## src/rtl/fb_loader_pkg.sv

```systemverilog
// Shared types and helpers for the framebuffer stream loader.
package fb_loader_pkg;

    typedef enum logic [2:0] {
        IDLE  = 3'd0,
        LOAD  = 3'd1,
        DRAIN = 3'd2,
        DONE  = 3'd3
    } loader_state_t;

    // Number of bytes that make up one complete frame.
    function automatic int frame_bytes(input int w, input int h, input int bpp);
        return w * h * bpp;
    endfunction

endpackage

```

## src/rtl/fb_stream_loader_byte_fifo.sv

```systemverilog
// Small byte FIFO with registered read data. A push into a full FIFO is
// accepted when a pop happens in the same cycle; flush empties it at once.
module byte_fifo #(
    parameter int WIDTH = 8,
    parameter int DEPTH = 4,
    localparam int PW = $clog2(DEPTH)
) (
    input  logic             clk_in,
    input  logic             rstb,
    input  logic             flush,
    input  logic             push,
    input  logic [WIDTH-1:0] din,
    input  logic             pop,
    output logic [WIDTH-1:0] dout,
    output logic             full,
    output logic             empty,
    output logic [PW:0]      count
);

    logic [WIDTH-1:0] mem [DEPTH];
    logic [PW-1:0]    wr_ptr_reg;
    logic [PW-1:0]    rd_ptr_reg;
    logic [PW:0]      count_reg;
    logic [WIDTH-1:0] dout_reg;
    logic             push_ok;
    logic             pop_ok;

    assign full    = (count_reg == (PW+1)'(DEPTH));
    assign empty   = (count_reg == '0);
    assign count   = count_reg;
    assign dout    = dout_reg;
    assign pop_ok  = pop && !flush && !empty;
    assign push_ok = push && !flush && (!full || pop_ok);

    // Storage array; no reset so it can map onto distributed/block memory.
    always_ff @(posedge clk_in) begin
        if (push_ok) begin
            mem[wr_ptr_reg] <= din;
        end
    end

    // Pointers, occupancy and registered read data.
    always_ff @(posedge clk_in or negedge rstb) begin
        if (!rstb) begin
            wr_ptr_reg <= '0;
            rd_ptr_reg <= '0;
            count_reg  <= '0;
            dout_reg   <= '0;
        end else if (flush) begin
            wr_ptr_reg <= '0;
            rd_ptr_reg <= '0;
            count_reg  <= '0;
        end else begin
            if (push_ok) begin
                wr_ptr_reg <= wr_ptr_reg + 1'b1;
            end
            if (pop_ok) begin
                rd_ptr_reg <= rd_ptr_reg + 1'b1;
                dout_reg   <= mem[rd_ptr_reg];
            end
            case ({push_ok, pop_ok})
                2'b10:   count_reg <= count_reg + 1'b1;
                2'b01:   count_reg <= count_reg - 1'b1;
                default: count_reg <= count_reg;
            endcase
        end
    end

endmodule

```

## src/rtl/fb_stream_loader.sv

```systemverilog
// Frame-mode framebuffer writer: buffers an rx byte stream and writes it
// sequentially into a RAM port, tolerating grant backpressure, flagging
// dropped bytes and aborting a stalled frame after an idle timeout.
module fb_stream_loader
    import fb_loader_pkg::*;
#(
    parameter int PIXEL_WIDTH     = 64,
    parameter int PIXEL_HEIGHT    = 32,
    parameter int BYTES_PER_PIXEL = 2,
    parameter int FIFO_DEPTH      = 4,
    parameter int TIMEOUT_TICKS   = 4096,
    parameter int BYTE_SWAP       = 0,
    localparam int FRAME_BYTES    = frame_bytes(PIXEL_WIDTH, PIXEL_HEIGHT, BYTES_PER_PIXEL),
    localparam int AW             = $clog2(FRAME_BYTES)
) (
    input  logic          clk_in,
    input  logic          rstb,
    input  logic          frame_start,
    input  logic [7:0]    data_rx,
    input  logic          data_valid,
    input  logic          ram_grant,
    output logic [7:0]    ram_data_out,
    output logic [AW-1:0] ram_address,
    output logic          ram_write_enable,
    output logic          ram_clk_enable,
    output logic          busy,
    output logic          frame_done,
    output logic          overflow,
    output logic          timeout
);

    localparam int FPW = $clog2(FIFO_DEPTH);
    localparam int TW  = (TIMEOUT_TICKS > 0) ? $clog2(TIMEOUT_TICKS + 1) : 1;
    localparam logic [AW-1:0] SWAP_MASK = (BYTE_SWAP != 0) ? AW'(1) : '0;

    loader_state_t state_reg, state_next;
    logic [AW:0]   push_count_reg;
    logic [AW:0]   wr_count_reg;
    logic [TW-1:0] idle_reg;
    logic          overflow_reg;
    logic          timeout_reg;
    logic          we_reg;
    logic [AW-1:0] addr_reg;

    logic          fifo_full;
    logic          fifo_empty;
    logic [FPW:0]  fifo_count;
    logic [7:0]    fifo_dout;

    logic          loading;
    logic          writing;
    logic          timeout_hit;
    logic          flush;
    logic          push_req;
    logic          push_ok;
    logic          pop;
    logic          overflow_set;

    byte_fifo #(
        .WIDTH (8),
        .DEPTH (FIFO_DEPTH)
    ) u_fifo (
        .clk_in (clk_in),
        .rstb   (rstb),
        .flush  (flush),
        .push   (push_ok),
        .din    (data_rx),
        .pop    (pop),
        .dout   (fifo_dout),
        .full   (fifo_full),
        .empty  (fifo_empty),
        .count  (fifo_count)
    );

    // Datapath qualifiers: a restart or abort cycle flushes and suppresses any new pop.
    always_comb begin
        loading      = (state_reg == LOAD) && !frame_start;
        writing      = ((state_reg == LOAD) || (state_reg == DRAIN)) && !frame_start;
        timeout_hit  = (TIMEOUT_TICKS != 0) && loading && !data_valid &&
                       (idle_reg == TW'(TIMEOUT_TICKS - 1));
        flush        = frame_start || timeout_hit;
        pop          = writing && !timeout_hit && !fifo_empty && ram_grant;
        push_req     = loading && data_valid;
        push_ok      = push_req && (!fifo_full || pop);
        overflow_set = push_req && fifo_full && !pop;
    end

    // Next-state logic; frame_start restarts the frame from any state.
    always_comb begin
        state_next = state_reg;
        case (state_reg)
            IDLE: begin
                if (frame_start) state_next = LOAD;
            end
            LOAD: begin
                if (frame_start) begin
                    state_next = LOAD;
                end else if (timeout_hit) begin
                    state_next = IDLE;
                end else if (push_ok && (push_count_reg == (AW+1)'(FRAME_BYTES - 1))) begin
                    state_next = DRAIN;
                end
            end
            DRAIN: begin
                if (frame_start) begin
                    state_next = LOAD;
                end else if ((wr_count_reg == (AW+1)'(FRAME_BYTES)) && (fifo_count == '0)) begin
                    state_next = DONE;
                end
            end
            DONE: begin
                state_next = frame_start ? LOAD : IDLE;
            end
            default: state_next = IDLE;
        endcase
    end

    // State register.
    always_ff @(posedge clk_in or negedge rstb) begin
        if (!rstb) begin
            state_reg <= IDLE;
        end else begin
            state_reg <= state_next;
        end
    end

    // Frame counters, idle timer and sticky status flags.
    always_ff @(posedge clk_in or negedge rstb) begin
        if (!rstb) begin
            push_count_reg <= '0;
            wr_count_reg   <= '0;
            idle_reg       <= '0;
            overflow_reg   <= 1'b0;
            timeout_reg    <= 1'b0;
        end else if (frame_start) begin
            push_count_reg <= '0;
            wr_count_reg   <= '0;
            idle_reg       <= '0;
            overflow_reg   <= 1'b0;
            timeout_reg    <= 1'b0;
        end else begin
            if (push_ok)      push_count_reg <= push_count_reg + 1'b1;
            if (pop)          wr_count_reg   <= wr_count_reg + 1'b1;
            if (overflow_set) overflow_reg   <= 1'b1;
            if (timeout_hit)  timeout_reg    <= 1'b1;
            if (state_reg == LOAD && !data_valid) begin
                idle_reg <= idle_reg + 1'b1;
            end else begin
                idle_reg <= '0;
            end
        end
    end

    // RAM write strobe and address, registered one cycle after the pop.
    always_ff @(posedge clk_in or negedge rstb) begin
        if (!rstb) begin
            we_reg   <= 1'b0;
            addr_reg <= '0;
        end else begin
            we_reg <= pop;
            if (pop) begin
                addr_reg <= wr_count_reg[AW-1:0] ^ SWAP_MASK;
            end
        end
    end

    assign ram_data_out     = fifo_dout;
    assign ram_address      = addr_reg;
    assign ram_write_enable = we_reg;
    assign ram_clk_enable   = we_reg;
    assign busy             = (state_reg != IDLE);
    assign frame_done       = (state_reg == DONE);
    assign overflow         = overflow_reg;
    assign timeout          = timeout_reg;

endmodule

```

## config.mk

```make
export PLATFORM = sky130hd
export DESIGN_NAME = fb_stream_loader
export DESIGN_NICKNAME = d
export VERILOG_FILES = /design/src/rtl/fb_loader_pkg.sv /design/src/rtl/fb_stream_loader_byte_fifo.sv /design/src/rtl/fb_stream_loader.sv
export SDC_FILE = /design/constraint.sdc
export NUM_CORES = 1
export LEC_CHECK = 0
export ABC_AREA = 1
export BUFFER_PORTS_ARGS = -buffer_cell sky130_fd_sc_hd__buf_4
export CORE_MARGIN = 2
export CORE_UTILIZATION = 55
export CTS_BUF_LIST = sky130_fd_sc_hd__clkbuf_4 sky130_fd_sc_hd__clkbuf_8
export DETAILED_ROUTE_END_ITERATION = 8
export GPL_TIMING_DRIVEN = 0
export PLACE_DENSITY = 0.73
export RECOVER_POWER = 100
export SYNTH_ARGS = -nofsm -noshare
export SYNTH_HDL_FRONTEND = slang
export SYNTH_SLANG_ARGS = --single-unit
```

## constraint.sdc

```tcl
create_clock -name clk_in -period 2.3 [get_ports clk_in]
set_clock_uncertainty 0.15 [all_clocks]
set_input_delay 0.115 -clock clk_in [delete_from_list [all_inputs] [get_ports clk_in]]
set_output_delay 0.115 -clock clk_in [all_outputs]
set_load 0.01 [all_outputs]
```

# --- After elaboration in Yosys (flattened, before gate mapping) ---
# Memories as Yosys holds them, arrays and structs flattened. A register that Yosys moved wholly into a read port is not among the register bits.
# Cells that the tools add are included.
op_classes:
  addsub: 7
  n_eq_ne: 12
  muxes: 26
  bitwise_logic: 1
  reduce_logical: 42
ops:
  columns: ["cell", "count"]
  rows:
  - ["13-bit two-way mux", 6]
  - ["13-bit by 1-bit adder with 13-bit output (second input constant)", 3]
  - ["13-bit by 12-bit == test with 1-bit output (second input constant)", 2]
  - ["3-bit two-way mux", 7]
  - ["1-bit logical AND", 18]
  - ["13-bit == test (second input constant)", 1]
  - ["3-bit case mux with 4 select lines", 1]
  - ["2-bit nonzero test", 6]
  - ["1-bit zero test", 8]
  - ["2-bit two-way mux", 4]
  - ["1-bit two-way mux", 7]
  - ["3-bit by 2-bit == test with 1-bit output (second input constant)", 2]
  - ["3-bit zero test", 2]
  - ["3-bit case mux with 2 select lines", 1]
  - ["3-bit nonzero test", 2]
  - ["2-bit by 1-bit adder with 2-bit output (second input constant)", 2]
  - ["1-bit logical OR", 4]
  - ["4-bit by 3-bit inequality test with 1-bit output (second input constant)", 1]
  - ["3-bit by 1-bit adder with 3-bit output (second input constant)", 1]
  - ["3-bit by 1-bit == test with 1-bit output (second input constant)", 1]
  - ["3-bit == test (second input constant)", 1]
  - ["3-bit by 2-bit inequality test with 1-bit output (second input constant)", 1]
  - ["3-bit AND reduction", 1]
  - ["3-bit by 1-bit subtractor with 3-bit output (second input constant)", 1]
  - ["other kinds (5)", 5]
word_totals:
  regBits: 64
  ramBits: 32
  out_inout_bits: 26
  n_memories: 1
memory_table:
  columns: ["memory", "words", "width", "read_ports", "rd_clocked_by_memory_dff", "write_ports", "line_no", "source"]
  rows:
  - ["u_fifo.mem", 4, 8, 1, 1, 1, "fb_stream_loader_byte_fifo.sv:20", "logic [WIDTH-1:0] mem [DEPTH];"]

# --- Logic depth before layout (Yosys ltp) ---
depth:
  depth_word: 15
  ltp_mapped: 13

# --- Modules after synthesis ---
# From an unflattened synthesis, not the netlist that was laid out.
unflattened:
  hier_cells: 543
  hier_area_um2: 5006.1
modules_own_cells:
  columns: ["module", "n_inst", "cells_each", "area_per_inst_um2", "seq_area_each_um2"]
  rows:
  - ["fb_stream_loader", 1, 361, 3006.6, 1401.3]
  - ["byte_fifo", 1, 182, 1999.4, 1336.3]

# --- Worst setup path before layout ---
# Ideal clock, no wire load.
synth_path:
  path_type: "register to register"
  start: "reg state_reg[1]"
  end: "reg u_fifo.count_reg[2], in the netlist u_fifo.count[2]"
  setup_ns: 0.117
  arrival_time_ns: 2.071
  required_time_ns: 2.033
  slack_ns: -0.038
  stages_incl_launch_ff: 13
  n_path_buf: 0
  cell_sequence: "dfrtp_1 inv_1 ha_1 inv_1 nor3_2 nand3_2 nand3_4 nor2_1 fa_1 xor2_1 xor2_1 nand2_1 nand2_1"
synth_via:
  elab_chain_len: 15
synth_rtl:
  columns: ["element", "line_no", "source"]
  rows:
  - ["from (decl)", "fb_stream_loader.sv:36", "loader_state_t state_reg, state_next;"]
  - ["from (signal assigned)", "fb_stream_loader.sv:123", "state_reg <= state_next;"]
  - ["3-bit by 1-bit == test with 1-bit output", "fb_stream_loader.sv:77, fb_stream_loader.sv:78", null]
  - ["1-bit logical AND", "fb_stream_loader.sv:77", "loading = (state_reg == LOAD) && !frame_start;"]
  - ["1-bit logical AND (2 in series)", "fb_stream_loader.sv:79", "timeout_hit = (TIMEOUT_TICKS != 0) && loading && !data_valid &&"]
  - ["1-bit zero test", "fb_stream_loader.sv:82", "pop = writing && !timeout_hit && !fifo_empty && ram_grant;"]
  - ["1-bit logical AND (3 in series)", "fb_stream_loader.sv:82", null]
  - ["1-bit logical OR / 1-bit logical AND (equally long branches)", "fb_stream_loader.sv:84, fb_stream_loader_byte_fifo.sv:32", null]
  - ["1-bit logical AND, on equally long branches", "fb_stream_loader.sv:84, fb_stream_loader_byte_fifo.sv:32", null]
  - ["1-bit logical AND / 1-bit logical OR (equally long branches)", "fb_stream_loader_byte_fifo.sv:33", "assign push_ok = push && !flush && (!full || pop_ok);"]
  - ["1-bit logical AND", "fb_stream_loader_byte_fifo.sv:33", null]
  - ["2-bit by 1-bit == test with 1-bit output / 2-bit == test (equally long branches)", "fb_stream_loader_byte_fifo.sv:61", "case ({push_ok, pop_ok})"]
  - ["3-bit case mux with 2 select lines", "fb_stream_loader_byte_fifo.sv:61", null]
  - ["3-bit two-way mux", "fb_stream_loader_byte_fifo.sv:49", "end else if (flush) begin"]
  - ["to (signal assigned)", "fb_stream_loader_byte_fifo.sv:62", "2'b10: count_reg <= count_reg + 1'b1;"]
  - ["to (signal assigned)", "fb_stream_loader_byte_fifo.sv:63", "2'b01: count_reg <= count_reg - 1'b1;"]
  - ["to (signal assigned)", "fb_stream_loader_byte_fifo.sv:64", "default: count_reg <= count_reg;"]
  - ["to (decl)", "fb_stream_loader_byte_fifo.sv:23", "logic [PW:0] count_reg;"]
# Parallel ways exist; a longest one is shown, timed or not.
# A chain may end at the register's enable or synchronous reset.

# --- Worst setup path in the final report ---
layout_path:
  start: "reg u_fifo.count_reg[1], in the netlist u_fifo.count[1]"
  end: "reg u_fifo.count_reg[2], in the netlist u_fifo.count[2]"
layout_via:
  elab_chain_len: 11
layout_rtl:
  columns: ["element", "line_no", "source"]
  rows:
  - ["3-bit zero test", "fb_stream_loader_byte_fifo.sv:29", "assign empty = (count_reg == '0);"]
  - ["1-bit zero test", "fb_stream_loader_byte_fifo.sv:32, fb_stream_loader.sv:82", null]
  - ["1-bit logical AND (2 in series)", "fb_stream_loader.sv:82", null]
  - ["1-bit logical OR / 1-bit logical AND (equally long branches)", "fb_stream_loader.sv:84, fb_stream_loader_byte_fifo.sv:32", null]
  - ["1-bit logical AND, on equally long branches", "fb_stream_loader.sv:84, fb_stream_loader_byte_fifo.sv:32", null]
  - ["1-bit logical AND / 1-bit logical OR (equally long branches)", "fb_stream_loader_byte_fifo.sv:33", null]
  - ["1-bit logical AND", "fb_stream_loader_byte_fifo.sv:33", null]
  - ["2-bit by 1-bit == test with 1-bit output / 2-bit == test (equally long branches)", "fb_stream_loader_byte_fifo.sv:61", null]
  - ["3-bit case mux with 2 select lines", "fb_stream_loader_byte_fifo.sv:61", null]
  - ["3-bit two-way mux", "fb_stream_loader_byte_fifo.sv:49", null]
# Parallel ways exist; a longest one is shown, timed or not.

==> summary.txt <==
Status: finished with violations
Failing checks: max-capacitance violations, max-slew violations
# Max-Cap Violations: 1
Slew headroom: -6.037%
Gr usage total: 22.13%
Critical Path Max Stage Delay: 450 ps
Share of the synthesized area in the top cell type: 36.92%
Crit-path max FO: 4
Via count: 3720
RSZ-0062 raised after global routing: yes
# IOs: 39
Fin crit period: 2226 ps
Vias per inst: 5.345
Async S/R FF share, synth: 68.93%
Number of global-route vias before repair: 3542
Slowest cell on the critical path: dfrtp_1
Worst Tran Pin Value: 1591 ps
Setup Crit Path Kind: reg2reg
R2r setup slk: 70 ps
Final HPWL DP: 6597 µm
Multi-input gate area: 1903 µm²
Leakage power: 0.002341 µW
Row count: 34
Routed len/inst: 14.58 µm
Core area: 8593 µm²
Filler cells: 736
Buffers & Inverters on Critical Path: 0
Root buffer cell: clkbuf_8
Period utilization: 96.79%
Worst Hold Class: in2reg
Antenna Nets Post-Route: 0
Area contributors post-synth: dfrtp_1, edfxtp_1, nand2_1, nor2_1, o21ai_0
Largest net degree at the start of global routing: 72
Buffer depth of the longest clock path: 2
Net count, final: 609
DRC violation count after routing: 0
Crit-path leading delay family: simple AND/OR/NAND/NOR gates
CTS tree: done
CP Cell Sequence: nor3_1 > nor2_4 > nand3_4 > nor2_4 > fa_2 > xor2_1 > xor2_1 > nand2_1 > nand2_1
Global-route wire length before repair: 16970 µm
Most flops, register: u_fifo.mem
Die Wd: 97.54 µm
Max Slew Vio Count: 72
Syn Inst Count: 514
Worst path required time: 2400 ps
Fmax: 449.2 MHz
Die Y: 97.54 µm
Die area: 9513 µm²
Syn_nets: 540
Post-synth EDFFs: 32
Critical path startpoint category: register
N_diodes: 0
Skew-Pair Late Insertion Delay: 370 ps
Setup slack after layout: 73.87 ps
Ys Warns: 0
Initial DRC count: 168
Fin. Hold Viols: 0
Top FF cell, synth: dfrtp_1
Initial Util: 56.00%
Total gr overflow: 0
Layout Area Growth over Synthesis: 16.82%
Syn avg cell area: 9.362 µm²
Most common cell after layout, fill and taps aside: nand2_1
Setup crit end kind: register
Crit path DAT: 2330 ps
Setup violators final: 0
Worst-path clk slew: 110 ps
Layout cell share with drive strength beyond 1: 11.73%
Largest area contributor in the netlist: dfrtp_1
Antenna violations before repair: 0
Max H-tree Level: 3
Worst vdd ir: 0.3663 mV
Yosys cell types: 38
Commonest cells after routing, fill and taps aside: nand2_1, dfrtp_1, nor2_1
Max reg flops: 32
IO Port Bufs: 38
Seq/Total Area, Yosys: 56.89%
WHS: 169.6 ps
Clk sinks: 103
Place WS: -487.3 ps
Synth Cell Area: 4812 µm²
#FFs+latches synth: 103
WL final: 10150 µm
Pwr/cell area: 813.4 nW/µm²
Final Wtd Congestion: 0.9176
Drt pass-1 iters: 4
TritonCTS Buffers: 9
Register area: 2739 µm²
[Yosys cell counts (all sizes together), types with 3 or more instances]
library cell / n
nand2: 110
dfrtp: 71
nor2: 68
inv: 53
o21ai: 46
edfxtp: 32
nand3: 23
nor3: 20
nand4: 13
ha: 12
a21oi: 10
clkbuf: 10
xor2: 10
o32ai: 8
buf: 5
o31ai: 5
nor4: 3
[cells by family after synthesis]
logic type / count (synthesis) / share of synthesized area (%)
AND/OR/NAND/NOR: 242 / 22.31
flip-flops: 103 / 56.89
XOR/XNOR: 12 / 2.184
buffers and inverters: 69 / 5.720
adder cells (fa/ha/maj): 13 / 3.536
AO/OA/AOI/OAI: 75 / 9.361
[power by group]
part / switching, µW / total, µW / internal (µW) / leakage, µW
sequential: 128 / 2210 / 2080 / 0.00126
clock: 640 / 1190 / 545 / 0.000108
combinational: 761 / 1180 / 421 / 0.000973
[area by class of cell]
class	instances	share of cell area (%)
flip-flops and latches	103	48.72
well taps	108	2.404
clock inverters	5	1.157
inverters	54	3.695
plain buffers	14	1.135
multi-input cells	342	33.85
clock buffers	11	2.471
repair buffers	59	6.566
[worst min-delay path, delay by kind of cell]
kind	cells	cell delay (ps)
and+or+nand+nor	4	340
buffers and inverters	1	110
xor gates and xnor gates	1	70
[layer usage]
layer / part of all wire [%] / track usage [%] / wire [µm]
met4: 1.3 / 7.158 / 132
met5: 0 / 0 / 0
met1: 46 / 30.83 / 4691
met3: 3.7 / 2.302 / 373
met2: 49 / 36.82 / 4947
[final timing paths]
check	start	to	depth (start not counted)
max reg2reg	u_fifo.count[1]	u_fifo.count[2]	9
max in group asynchronous	rstb	state_reg[0]	2
min	ram_grant	u_fifo.rd_ptr_reg[1]	6
max	u_fifo.count[1]	u_fifo.count[2]	9
min reg2reg	wr_count_reg[12]	wr_count_reg[12]	1
min in group asynchronous	rstb	ram_address[4]	2
[stage by stage]
stage	std cells	util [%]	power, µW	TNS, ps	area, µm²
final	696	65.42	4572	0	5622
after global routing	696	65.42	4828	-196.2	5622
after CTS	695	66.53	4638	0	5717
after detailed placement	660	60.96	3341	-14570	5239
after global placement	660	60.96	3306	-12790	5239
after floorplan	514	-	2917	-373.5	4818
[timing repair]
action,in CTS,in global routing
gates resized for setup,21,7
buffers inserted,9,1
hold buffers,11,0
endpoints found under the setup margin,34,44
cloned,0,0
endpoints found under the hold margin,110,0
pin swaps,8,7
Note: power is estimated with default switching activity, not from simulation.
